`src/rtl/dma_tile_sched.sv`:
```
// Read-side DMA tile fetch scheduler: walks TIF maps x TIY rows of one input tile,
// issuing one TIX-word burst per row and waiting for each burst to finish.
module dma_tile_sched #(
    parameter int unsigned TIX      = 14,
    parameter int unsigned TIY      = 14,
    parameter int unsigned TIF      = 8,
    parameter int unsigned ADDR_W   = 32,
    parameter int unsigned STRIDE_W = 24
) (
    input  logic                     clk,
    input  logic                     rst,
    input  logic                     start,
    input  logic [ADDR_W-1:0]        base_addr,
    input  logic [STRIDE_W-1:0]      row_stride,
    input  logic [STRIDE_W-1:0]      map_stride,
    output logic                     req_valid,
    output logic [ADDR_W-1:0]        req_addr,
    output logic [$clog2(TIX+1)-1:0] req_len,
    input  logic                     req_ready,
    input  logic                     burst_done,
    output logic [$clog2(TIY)-1:0]   cur_row,
    output logic [$clog2(TIF)-1:0]   cur_map,
    output logic                     busy,
    output logic                     done
);

    localparam int unsigned LenW = $clog2(TIX + 1);
    localparam int unsigned RowW = $clog2(TIY);
    localparam int unsigned MapW = $clog2(TIF);

    typedef enum logic [1:0] {StIdle, StIssue, StWait, StDone} state_e;

    state_e            state;
    logic [ADDR_W-1:0] row_ptr;
    logic [ADDR_W-1:0] map_ptr;
    logic [ADDR_W-1:0] row_stride_q;
    logic [ADDR_W-1:0] map_stride_q;

    assign req_addr = row_ptr;
    assign req_len  = LenW'(TIX);

    always_ff @(posedge clk) begin
        if (rst) begin
            state        <= StIdle;
            row_ptr      <= '0;
            map_ptr      <= '0;
            row_stride_q <= '0;
            map_stride_q <= '0;
            cur_row      <= '0;
            cur_map      <= '0;
            req_valid    <= 1'b0;
            busy         <= 1'b0;
            done         <= 1'b0;
        end else begin
            done <= 1'b0;
            unique case (state)
                StIdle: begin
                    if (start) begin
                        // Strides are zero-extended (or truncated) to the address width.
                        row_stride_q <= ADDR_W'(row_stride);
                        map_stride_q <= ADDR_W'(map_stride);
                        row_ptr      <= base_addr;
                        map_ptr      <= base_addr;
                        cur_row      <= '0;
                        cur_map      <= '0;
                        req_valid    <= 1'b1;
                        busy         <= 1'b1;
                        state        <= StIssue;
                    end
                end
                StIssue: begin
                    if (req_ready) begin
                        req_valid <= 1'b0;
                        state     <= StWait;
                    end
                end
                StWait: begin
                    if (burst_done) begin
                        if (cur_row != RowW'(TIY - 1)) begin
                            cur_row   <= cur_row + 1'b1;
                            row_ptr   <= row_ptr + row_stride_q;
                            req_valid <= 1'b1;
                            state     <= StIssue;
                        end else if (cur_map != MapW'(TIF - 1)) begin
                            // Next map starts at the advanced map pointer.
                            cur_row   <= '0;
                            cur_map   <= cur_map + 1'b1;
                            map_ptr   <= map_ptr + map_stride_q;
                            row_ptr   <= map_ptr + map_stride_q;
                            req_valid <= 1'b1;
                            state     <= StIssue;
                        end else begin
                            busy  <= 1'b0;
                            done  <= 1'b1;
                            state <= StDone;
                        end
                    end
                end
                StDone: begin
                    state <= StIdle;
                end
                default: begin
                    state <= StIdle;
                end
            endcase
        end
    end

endmodule
```
`config.mk`:
```
export PLATFORM = sky130hd
export DESIGN_NAME = dma_tile_sched
export DESIGN_NICKNAME = d
export VERILOG_FILES = /design/src/rtl/dma_tile_sched.sv
export SDC_FILE = /design/constraint.sdc
export NUM_CORES = 1
export LEC_CHECK = 0
export BUFFER_PORTS_ARGS = -buffer_cell sky130_fd_sc_hd__buf_2
export CORE_MARGIN = 2
export CORE_UTILIZATION = 25
export DETAILED_ROUTE_END_ITERATION = 10
export GPL_TIMING_DRIVEN = 0
export PLACE_DENSITY = 0.51
export REMOVE_ABC_BUFFERS = 1
export SLEW_MARGIN = 20
export SYNTH_ARGS = -nofsm -noshare
export SYNTH_HDL_FRONTEND = slang
export SYNTH_SLANG_ARGS = --single-unit
```
`constraint.sdc`:
```
create_clock -name clk -period 6.5 [get_ports clk]
set_clock_uncertainty 0.2 [all_clocks]
set_input_delay 0.325 -clock clk [delete_from_list [all_inputs] [get_ports clk]]
set_output_delay 0.325 -clock clk [all_outputs]
set_load 0.05 [all_outputs]
```
==> results.md, run 1 <==
* Status: complete, no violations
* Share of the synthesized area in the top cell type at 30.94%
* Hold Crit Class: in2reg
* Number of fill cells at 3408
* Final Max Tran Viols at 0
* Hold endpoint: req_addr[28]
* Min-delay src: base_addr[28]
* Int Power at 1.696 mW
* Cells after synthesis at 1077
* Critical Path Fanout Max at 3
* Largest net degree at the start of global routing at 76
* Worst slew margin relative to its limit at 38.31%
* Syn_area_per_cell at 7.449 um2
* Dpl cells at 1545
* Total of max-cap violations at 0
* GPL Wtd Cong at 0.8617
* Crit. End Element: flip-flop
* Total power at 2.490 mW
* DRT Wirelength at 27190 um
* Area of the mapped netlist at 8023 um2
* CP max stage delay at 750 ps
* Post-synth EDFFs at 0
* Vias in the first global route at 7788
* Setup ws final at 2501 ps
* Iteration-0 DRC Markers at 525
* Drt first pass iters at 5
* # setup viols final at 0
* Slowest cell on crit path: o311ai_0
* Cell area after layout at 10330 um2
* Final ANT Viol Nets at 0
* Multi-input logic area at 5253 um2
* Power per cell area at 240.9 nW/um2
* Synth area leaders: dfxtp_1 31%, nand2_1 9.8%, a21oi_1 8.5%, ha_1 8.1%, nor2_1 4.2%
* Register bit total from synthesis at 124
* Lkg Pwr at 4.274 nW
* Via/cell ratio at 4.979
* RSZ-0062 raised after global routing: false
* GRT Residual Overflow at 0
* Port Buffers at 126
* Met2 Resource Use GR at 27.39%
* Placement Setup Slack at 2570 ps
* Hold-fix buffers, CTS at 58
* Critical Path AT at 4070 ps
* Post-DP HPWL at 19660 um
* Worst endpoint required time at 6570 ps
* Achievable Freq at 0.2501 GHz
* R2r startpoint: req_addr[0]
* Finished Layout Cells at 1635
* Synth warnings at 0
* I/O pin cnt at 131
* Switching fraction of total power at 31.86%
* # resized after CTS at 0
* Cell family with most CP delay: compound AO/OA/AOI/OAI gates
* Htree depth at 4
* Initial Util at 25.42%
* Met3 Usage GRT at 2.780%
* Vias at 8141
* Post-synthesis sequential area ratio at 30.94%
* Hold Crit Depth at 3
* Layout area overhead at 28.81%
* Busiest grt layer: met2
* Worst r2r path cells at 11
* CTS Root Cell: clkbuf_16
* Ys flop type: dfxtp_1
* Share of layout cells above drive strength 1 at 15.73%
* Storage element area at 2482 um2
* Clock share of power at 41.2%
* TritonCTS buffer count at 17
* Clock Tree Buf Depth at 2
* Clk sinks at 124
* Core area at 31560 um2
* Initial antenna violation count at 1
* DRC Markers at 0
* WP buf/inv at 0
* Final nets at 1359
* Number of post-CTS setup repair buffers at 0
* Fin Hold WS at 15.78 ps
* VDD IR max at 0.1602 mV
* Worst-path clk slew at 60 ps
* Final Hold Vio Count at 0
* Die ar. at 33540 um2
* N_diodes at 0
* GRT Overall Usage at 16.30%
* Average wire per standard cell at 16.63 um
* Num rows at 65
* Post-synth top area cell: dfxtp_1
* Post-placement cell area at 9134 um2
* M1 GR Usage at 21.99%
* Fin crit period at 3999 ps
* R2r endpoint: req_addr[18]
* Die X at 183.1 um
* Die height at 183.1 um
* R2R Setup Slk at 2500 ps
* Fin crit share at 61.53%
* Critical path, cell by cell: ha_1 -> fa_1 -> a211oi_1 -> o211ai_1 -> nand4_1 -> nand2_1 -> a311oi_1 -> xor2_1 -> o22ai_1 -> o311ai_0 -> a21oi_1
* Distinct cells, synth at 74
* Slew @ Worst Pin at 923.2 ps
* Clk_lat worst skew at 420 ps
* Fin util at 32.75%
* Asr flop ratio synth at 0%
* Kind of critical path: reg2reg
* Setup TNS at 0 ps
* Startpoint Class: flip-flop
* First-pass GRT wire length at 42870 um
* Combinational power share at 23.9%
* CTS tree: done
* Sequential share of power at 34.9%
* NetSw at 0.7932 mW
## cell families after synthesis
logic type	after synthesis	synth area share [%]
fa+ha+maj	54	8.609
compound gates	349	27.96
xor+xnor	50	5.459
other cells	2	0.09361
buf+inv	85	4.382
simple gates	411	22.29
flops	124	30.94
mux	2	0.2651
## power groups by stage
stage          logic, mW  clock network [mW]  registers (mW)
2_1_floorplan      0.320                   0           0.937
3_3_place_gp       0.546                   0           0.884
3_5_place_dp       0.570                   0           0.886
4_1_cts            0.600                1.05           0.870
5_1_grt            0.661                1.09           0.877
6_report           0.596                1.02           0.869
## tightest hold or removal path, delay by kind of cell
family                 cells  cell delay [ps]
buffers and inverters      1               90
AOI/OAI and AO/OA          1               80
and+or+nand+nor            1               80
## per-layer routing
layer  share of wire (%)  vias to the layer above  wire [um]
met2                  46                      196      12580
met3                 4.5                       16       1236
li1                    -                     4156          -
met5               0.048                        -         13
met1                  48                     3771      13100
met4                0.96                        2        260
## sequential cells by signal, indices dropped and copies added, names as in the netlist
register / count
req_addr: 32
req_valid: 1
busy: 1
state: 2
cur_row: 4
cur_map: 3
map_stride_q: 24
map_ptr: 32
done: 1
row_stride_q: 24
## final cells by class
cell class	count	area share (%)
Clock buffer	20	4.323
Clock inverter	12	1.647
Inverter	15	0.5449
Multi-Input combinational cell	870	50.83
Sequential cell	124	24.02
Tap cell	402	4.867
Timing Repair Buffer	192	13.77
## cell usage after synthesis, types with 7 or more instances
cell,count
nand3_1,27
a22oi_1,7
nand2_1,210
buf_1,10
xor2_1,23
a21oi_1,136
a21o_1,10
inv_1,15
nor3_1,18
xnor2_1,27
nor2_1,90
nand2b_1,9
clkbuf_1,51
and3_1,7
a31oi_1,14
a211oi_1,16
ha_1,52
o22ai_1,7
nand4_1,12
dfxtp_1,124
nor2b_1,7
o211ai_1,25
a311oi_1,12
o21ai_0,62
## worst max-delay path by stage
stage	start	endpoint	slack, ps	cells after the start
after floorplan	cur_row[1]	req_addr[25]	1750	10
after global placement	cur_row[1]	req_addr[25]	-1370	10
after detailed placement	req_addr[0]	req_addr[18]	2570	11
after CTS	req_addr[0]	req_addr[18]	2560	11
after global routing	cur_row[1]	req_addr[26]	2470	11
final	req_addr[0]	req_addr[18]	2500	11
## placed cells by master, fill, tap and decap left out, drive strengths merged, types with 5 or more instances in the layout
cell,count
a211oi,17
a21o,10
a21oi,137
a22oi,7
a311oi,12
a31oi,14
and2,6
and3,7
buf,134
clkbuf,20
clkinv,7
dfxtp,124
dlygate4sd3,58
ha,52
inv,15
nand2,210
nand2b,9
nand3,28
nand4,12
nor2,92
nor2b,7
nor3,18
o211ai,25
o21ai,66
o21bai,6
o22ai,7
o31ai,6
o41ai,8
or3,5
xnor2,27
xor2,23
Power figures use the tool's default switching activity.
==> inputs of run 2 (changes only) <==
--- a/config.mk
+++ b/config.mk
@@ -5,12 +5,13 @@
 export SDC_FILE = /design/constraint.sdc
 export NUM_CORES = 1
 export LEC_CHECK = 0
+export ABC_AREA = 1
 export BUFFER_PORTS_ARGS = -buffer_cell sky130_fd_sc_hd__buf_2
 export CORE_MARGIN = 2
 export CORE_UTILIZATION = 25
 export DETAILED_ROUTE_END_ITERATION = 10
 export GPL_TIMING_DRIVEN = 0
-export PLACE_DENSITY = 0.51
+export PLACE_DENSITY = 0.5
 export REMOVE_ABC_BUFFERS = 1
 export SLEW_MARGIN = 20
 export SYNTH_ARGS = -nofsm -noshare
==> constraint.sdc (replaced) <==
create_clock -name clk -period 4.1 [get_ports clk]
set_clock_uncertainty 0.2 [all_clocks]
set_input_delay 0.205 -clock clk [delete_from_list [all_inputs] [get_ports clk]]
set_output_delay 0.205 -clock clk [all_outputs]
set_load 0.05 [all_outputs]
==> results.md, run 2 <==
* Distinct cells, synth at 42
* DRC Markers at 0
* Ys flop type: dfxtp_1
* Most common cell after layout, fill and taps aside: nand2_1
* Critical path, cell by cell: nor2_4 -> inv_2 -> nor2_1 -> nor2_4 -> inv_2 -> a21oi_1 -> nand2_1 -> nor2_1 -> nor2_1
* Register bit total from synthesis at 124
* Core area at 35660 um2
* CTS Root Cell: clkbuf_16
* RSZ-0062 raised after global routing: false
* Kind of critical path: reg2reg
* Initial antenna violation count at 2
* Iteration-0 DRC Markers at 606
* Cells after synthesis at 1519
* Cell family with most CP delay: simple AND/OR/NAND/NOR gates
* WP buf/inv at 2
* Die height at 194.7 um
* Final ANT Viol Nets at 0
* Worst slew margin relative to its limit at 29.62%
* First-pass GRT wire length at 52170 um
* Critical Path AT at 3910 ps
* Synth Area in Compound Gates at 15.09%
* TritonCTS buffer count at 17
* Average wire per standard cell at 15.04 um
* Post-synthesis sequential area ratio at 27.31%
* VDD IR max at 0.2132 mV
* Synth warnings at 0
* Top cells by count, synth: 411 x nand2_1, 223 x nor2_1, 183 x inv_1
* Hold Crit Class: in2reg
* Multiplexer area fraction after synthesis at 0%
* Fin crit period at 3795 ps
* Synth Area in Simple Gates at 36.92%
* Asr flop ratio synth at 0%
* Final nets at 1833
* Drt first pass iters at 7
* Main combinational cell family by area after synthesis: simple AND/OR/NAND/NOR gates
* # setup viols final at 0
* Hold-fix buffers, CTS at 78
* Xor/xnor cell area share of the yosys netlist at 2.216%
* Status: complete, no violations
* CTS tree: done
* Adder-cell area share of the yosys netlist at 7.598%
* Final Max Tran Viols at 0
* Port Buffers at 126
* Setup ws final at 305.2 ps
* Count leader, synth: nand2_1
* Area of the mapped netlist at 9090 um2
* Syn_area_per_cell at 5.984 um2
* Number of post-CTS setup repair buffers at 0
* Fin util at 32.17%
* R2R Setup Slk at 310 ps
* CP max stage delay at 860 ps
* Placement Setup Slack at 277.8 ps
* Share of the synthesized area in the top cell type at 27.31%
* Num rows at 69
* Clock Tree Buf Depth at 2
* Die X at 194.7 um
* Cell area after layout at 11470 um2
* Vias at 9904
* # resized after CTS at 0
* Htree depth at 4
* Post-DP HPWL at 25050 um
* Slowest cell on crit path: nor2_4
* Via/cell ratio at 4.564
* Fin crit share at 92.55%
* Post-placement cell area at 10120 um2
* I/O pin cnt at 131
* Worst-path clk slew at 60 ps
* Startpoint Class: flip-flop
* Top cell by count, worst path: nor2_1
* Total of max-cap violations at 0
* Share of layout cells above drive strength 1 at 10.78%
* Synth area leaders: dfxtp_1 27%, nand2_1 17%, nor2_1 9.2%, inv_1 7.6%, ha_1 7.2%
* Clk sinks at 124
* Vias in the first global route at 9691
* Initial Util at 25.49%
* Total power at 5.028 mW
* Critical Path Fanout Max at 43
* Achievable Freq at 0.2635 GHz
* Power per cell area at 438.3 nW/um2
* Worst endpoint required time at 4220 ps
* Post-synth top area cell: dfxtp_1
* Largest net degree at the start of global routing at 77
* Slew @ Worst Pin at 1055 ps
* Final Hold Vio Count at 0
* Crit. End Element: flip-flop
* DRT Wirelength at 32640 um
* GRT Overall Usage at 17.59%
* Most frequent cells in the layout: 411 x nand2_1, 223 x nor2_1, 181 x inv_1
* Die ar. at 37900 um2
* Post-synth EDFFs at 0
* GRT Residual Overflow at 0
* Clk_lat worst skew at 430 ps
* Layout area overhead at 26.19%
* Lkg Pwr at 5.830 nW
* GPL Wtd Cong at 0.8892
run 2: tightest hold or removal path, cell delays in order:
cell and delay [ps]:
buf_2 100, inv_1 40, nor2_1 70, nor2_1 110
a21oi_1 70
run 2: where the power goes:
group | total, mW | switching [mW] | internal [mW] | leakage (nW)
Sequential | 1.59 | 0.180 | 1.41 | 1.03
Combinational | 1.97 | 1.33 | 0.635 | 4.54
Clock | 1.47 | 0.588 | 0.878 | 0.264
run 2: cell families after synthesis:
family | count (synthesis)
other | 2
adders and majority gates | 54
DFF | 124
and+or+nand+nor | 814
AOI/OAI and AO/OA | 259
xor gates and xnor gates | 23
buffers and inverters | 243
run 2: metrics by stage:
step | hold WS (ps) | std cells | setup TNS, ps
2_1_floorplan | 74.07 | 1468 | 0
3_3_place_gp | 229.0 | 2055 | -65790
3_5_place_dp | 235.2 | 2058 | 0
4_1_cts | 8.287 | 2168 | 0
5_1_grt | 31.36 | 2170 | 0
6_report | 7.877 | 2170 | 0
run 2: layout make-up:
type	instances	area, um2
sequential	124	2482
clock inverter	10	91.34
antenna	2	5.005
timing repair buffer	207	1486
inverter	190	715.7
fill	3985	24180
multi-input combinational	1154	5639
clock buffer	22	474.2
tap	461	576.8
run 2: layer usage:
metal / share of wire, % / track usage (%) / vias up
li1: - / - / 5250
met1: 48 / 23.56 / 4371
met2: 45 / 28.79 / 235
met3: 4.0 / 2.343 / 48
met4: 2.7 / 6.524 / 0
met5: 0 / 0 / -
run 2: path summary, 6_finish.rpt:
path                       from      endpoint  depth (start not counted)
setup / recovery       state[0]  req_addr[20]                          9
hold / removal    base_addr[25]   map_ptr[25]                          5
setup reg to reg       state[0]  req_addr[20]                          9
hold reg to reg       req_valid     req_valid                          2
==> inputs of run 3 (changes only) <==
--- a/config.mk
+++ b/config.mk
@@ -6,12 +6,12 @@
 export NUM_CORES = 1
 export LEC_CHECK = 0
 export ABC_AREA = 1
-export BUFFER_PORTS_ARGS = -buffer_cell sky130_fd_sc_hd__buf_2
 export CORE_MARGIN = 2
 export CORE_UTILIZATION = 25
 export DETAILED_ROUTE_END_ITERATION = 10
+export DONT_BUFFER_PORTS = 1
 export GPL_TIMING_DRIVEN = 0
-export PLACE_DENSITY = 0.5
+export PLACE_DENSITY = 0.47
 export REMOVE_ABC_BUFFERS = 1
 export SLEW_MARGIN = 20
 export SYNTH_ARGS = -nofsm -noshare
==> results.md, run 3 (same netlist as run 2, synthesis figures left out) <==
* Core area at 35660 um2
* Cell area after layout at 10970 um2
* Most common cell after layout, fill and taps aside: nand2_1
* Die height at 194.7 um
* Final Max Tran Viols at 0
* Die ar. at 37900 um2
* Hold Crit Class: in2reg
* Final ANT Viol Nets at 0
* Min-delay src: rst
* GRT Overall Usage at 17.48%
* I/O pin cnt at 131
* Drt first pass iters at 7
* Slew @ Worst Pin at 1081 ps
* Status: complete, no violations
* Vias in the first global route at 9409
* R2r startpoint: cur_row[0]
* Initial antenna violation count at 3
* RSZ-0062 raised after global routing: false
* Via/cell ratio at 4.709
* CP max stage delay at 770 ps
* Cell family with most CP delay: simple AND/OR/NAND/NOR gates
* TritonCTS buffer count at 17
* Total power at 5.174 mW
* Post-placement cell area at 9482 um2
* Layout area overhead at 20.65%
* Fin Hold WS at 44.17 ps
* Critical Path Fanout Max at 30
* Average wire per standard cell at 16.15 um
* Final nets at 1713
* Power per cell area at 471.8 nW/um2
* Fin crit share at 90.85%
* Clk sinks at 124
* Number of fill cells at 3992
* Fin crit period at 3725 ps
* Most frequent cells in the layout: 411 x nand2_1, 223 x nor2_1, 181 x inv_1
* Htree depth at 4
* Iteration-0 DRC Markers at 532
* DRT Wirelength at 33150 um
* Final Hold Vio Count at 0
* Share of layout cells above drive strength 1 at 3.844%
* First-pass GRT wire length at 51730 um
* Initial Util at 25.49%
* Die X at 194.7 um
* Total of max-cap violations at 0
* GRT Residual Overflow at 0
* Worst r2r path cells at 11
* Num rows at 69
* Worst-path clk slew at 60 ps
* Critical path, cell by cell: ha_1 -> nand3_2 -> inv_2 -> nand2_1 -> nor2_1 -> nor2_4 -> inv_2 -> a21oi_1 -> nand2_1 -> nor2_1 -> nor2_1
* Crit. End Element: flip-flop
* Clock Tree Buf Depth at 2
* VDD IR max at 0.1931 mV
* DRC Markers at 0
* Port Buffers at 0
* R2R Setup Slk at 380 ps
* Lkg Pwr at 5.348 nW
* GPL Wtd Cong at 0.8750
* Startpoint Class: flip-flop
* Setup TNS at 0 ps
* Kind of critical path: reg2reg
* CTS Root Cell: clkbuf_16
* Slowest cell on crit path: dfxtp_1
* Critical Path AT at 3890 ps
* # setup viols final at 0
* Critical Path Source: cur_row[0]
* Crit path capture: req_addr[20]
* R2r endpoint: req_addr[20]
* Crit. path cell count at 11
* Largest net degree at the start of global routing at 54
* Clk_lat worst skew at 440 ps
* Worst endpoint required time at 4270 ps
* WP buf/inv at 2
* Vias at 9662
* Post-DP HPWL at 25500 um
* CTS tree: done
* Achievable Freq at 0.2685 GHz
* Top cell by count, worst path: nor2_1
* Worst slew margin relative to its limit at 27.83%
==> run 3: layout make-up <==
cell class | instances | area (um2) | share of cell area (%)
clock inverter | 10 | 162.7 | 1.483
tap | 461 | 576.8 | 5.260
inverter | 190 | 721.9 | 6.583
timing repair buffer | 86 | 893.4 | 8.146
multi-input combinational | 1155 | 5645 | 51.48
antenna | 4 | 10.01 | 0.09127
sequential | 124 | 2482 | 22.64
clock buffer | 22 | 474.2 | 4.324
==> run 3: routing by layer <==
metal / GRT usage [%] / routed length (um)
met2: 28.22 / 14910
met1: 23.23 / 15780
met4: 6.097 / 908
met5: 0 / 0
met3: 3.349 / 1558
==> run 3: worst min path at each step <==
stage               slack (ps)    endpoint  cells after the start
global route                70  cur_row[3]                      2
floorplan                   70        busy                      1
global placement            80        busy                      1
finish                      40  cur_row[3]                      2
detailed placement          80   req_valid                      1
CTS                         50    state[0]                      4
==> run 3: per-stage QoR <==
stage / instances / utilization [%] / setup slack, ps
finish: 2052 / 30.76 / 375.1
global route: 2052 / 30.76 / 169.4
CTS: 2047 / 30.71 / 18.78
detailed placement: 1932 / 26.59 / 11.64
global placement: 1929 / 26.38 / -1693
floorplan: 1468 / - / 449.7
==> run 3: what timing repair did <==
action / CTS / global route
hold buffers: 83 / 0
resized for setup: 0 / 3
buffers inserted: 0 / 0
endpoints found under the hold margin: 123 / 0
setup endpoints to repair: 0 / 25
==> run 3: where the power goes <==
part           total (mW)  switching, mW  internal (mW)
clock                1.68          0.610           1.07
sequential           1.81          0.400           1.41
combinational        1.69           1.11          0.574
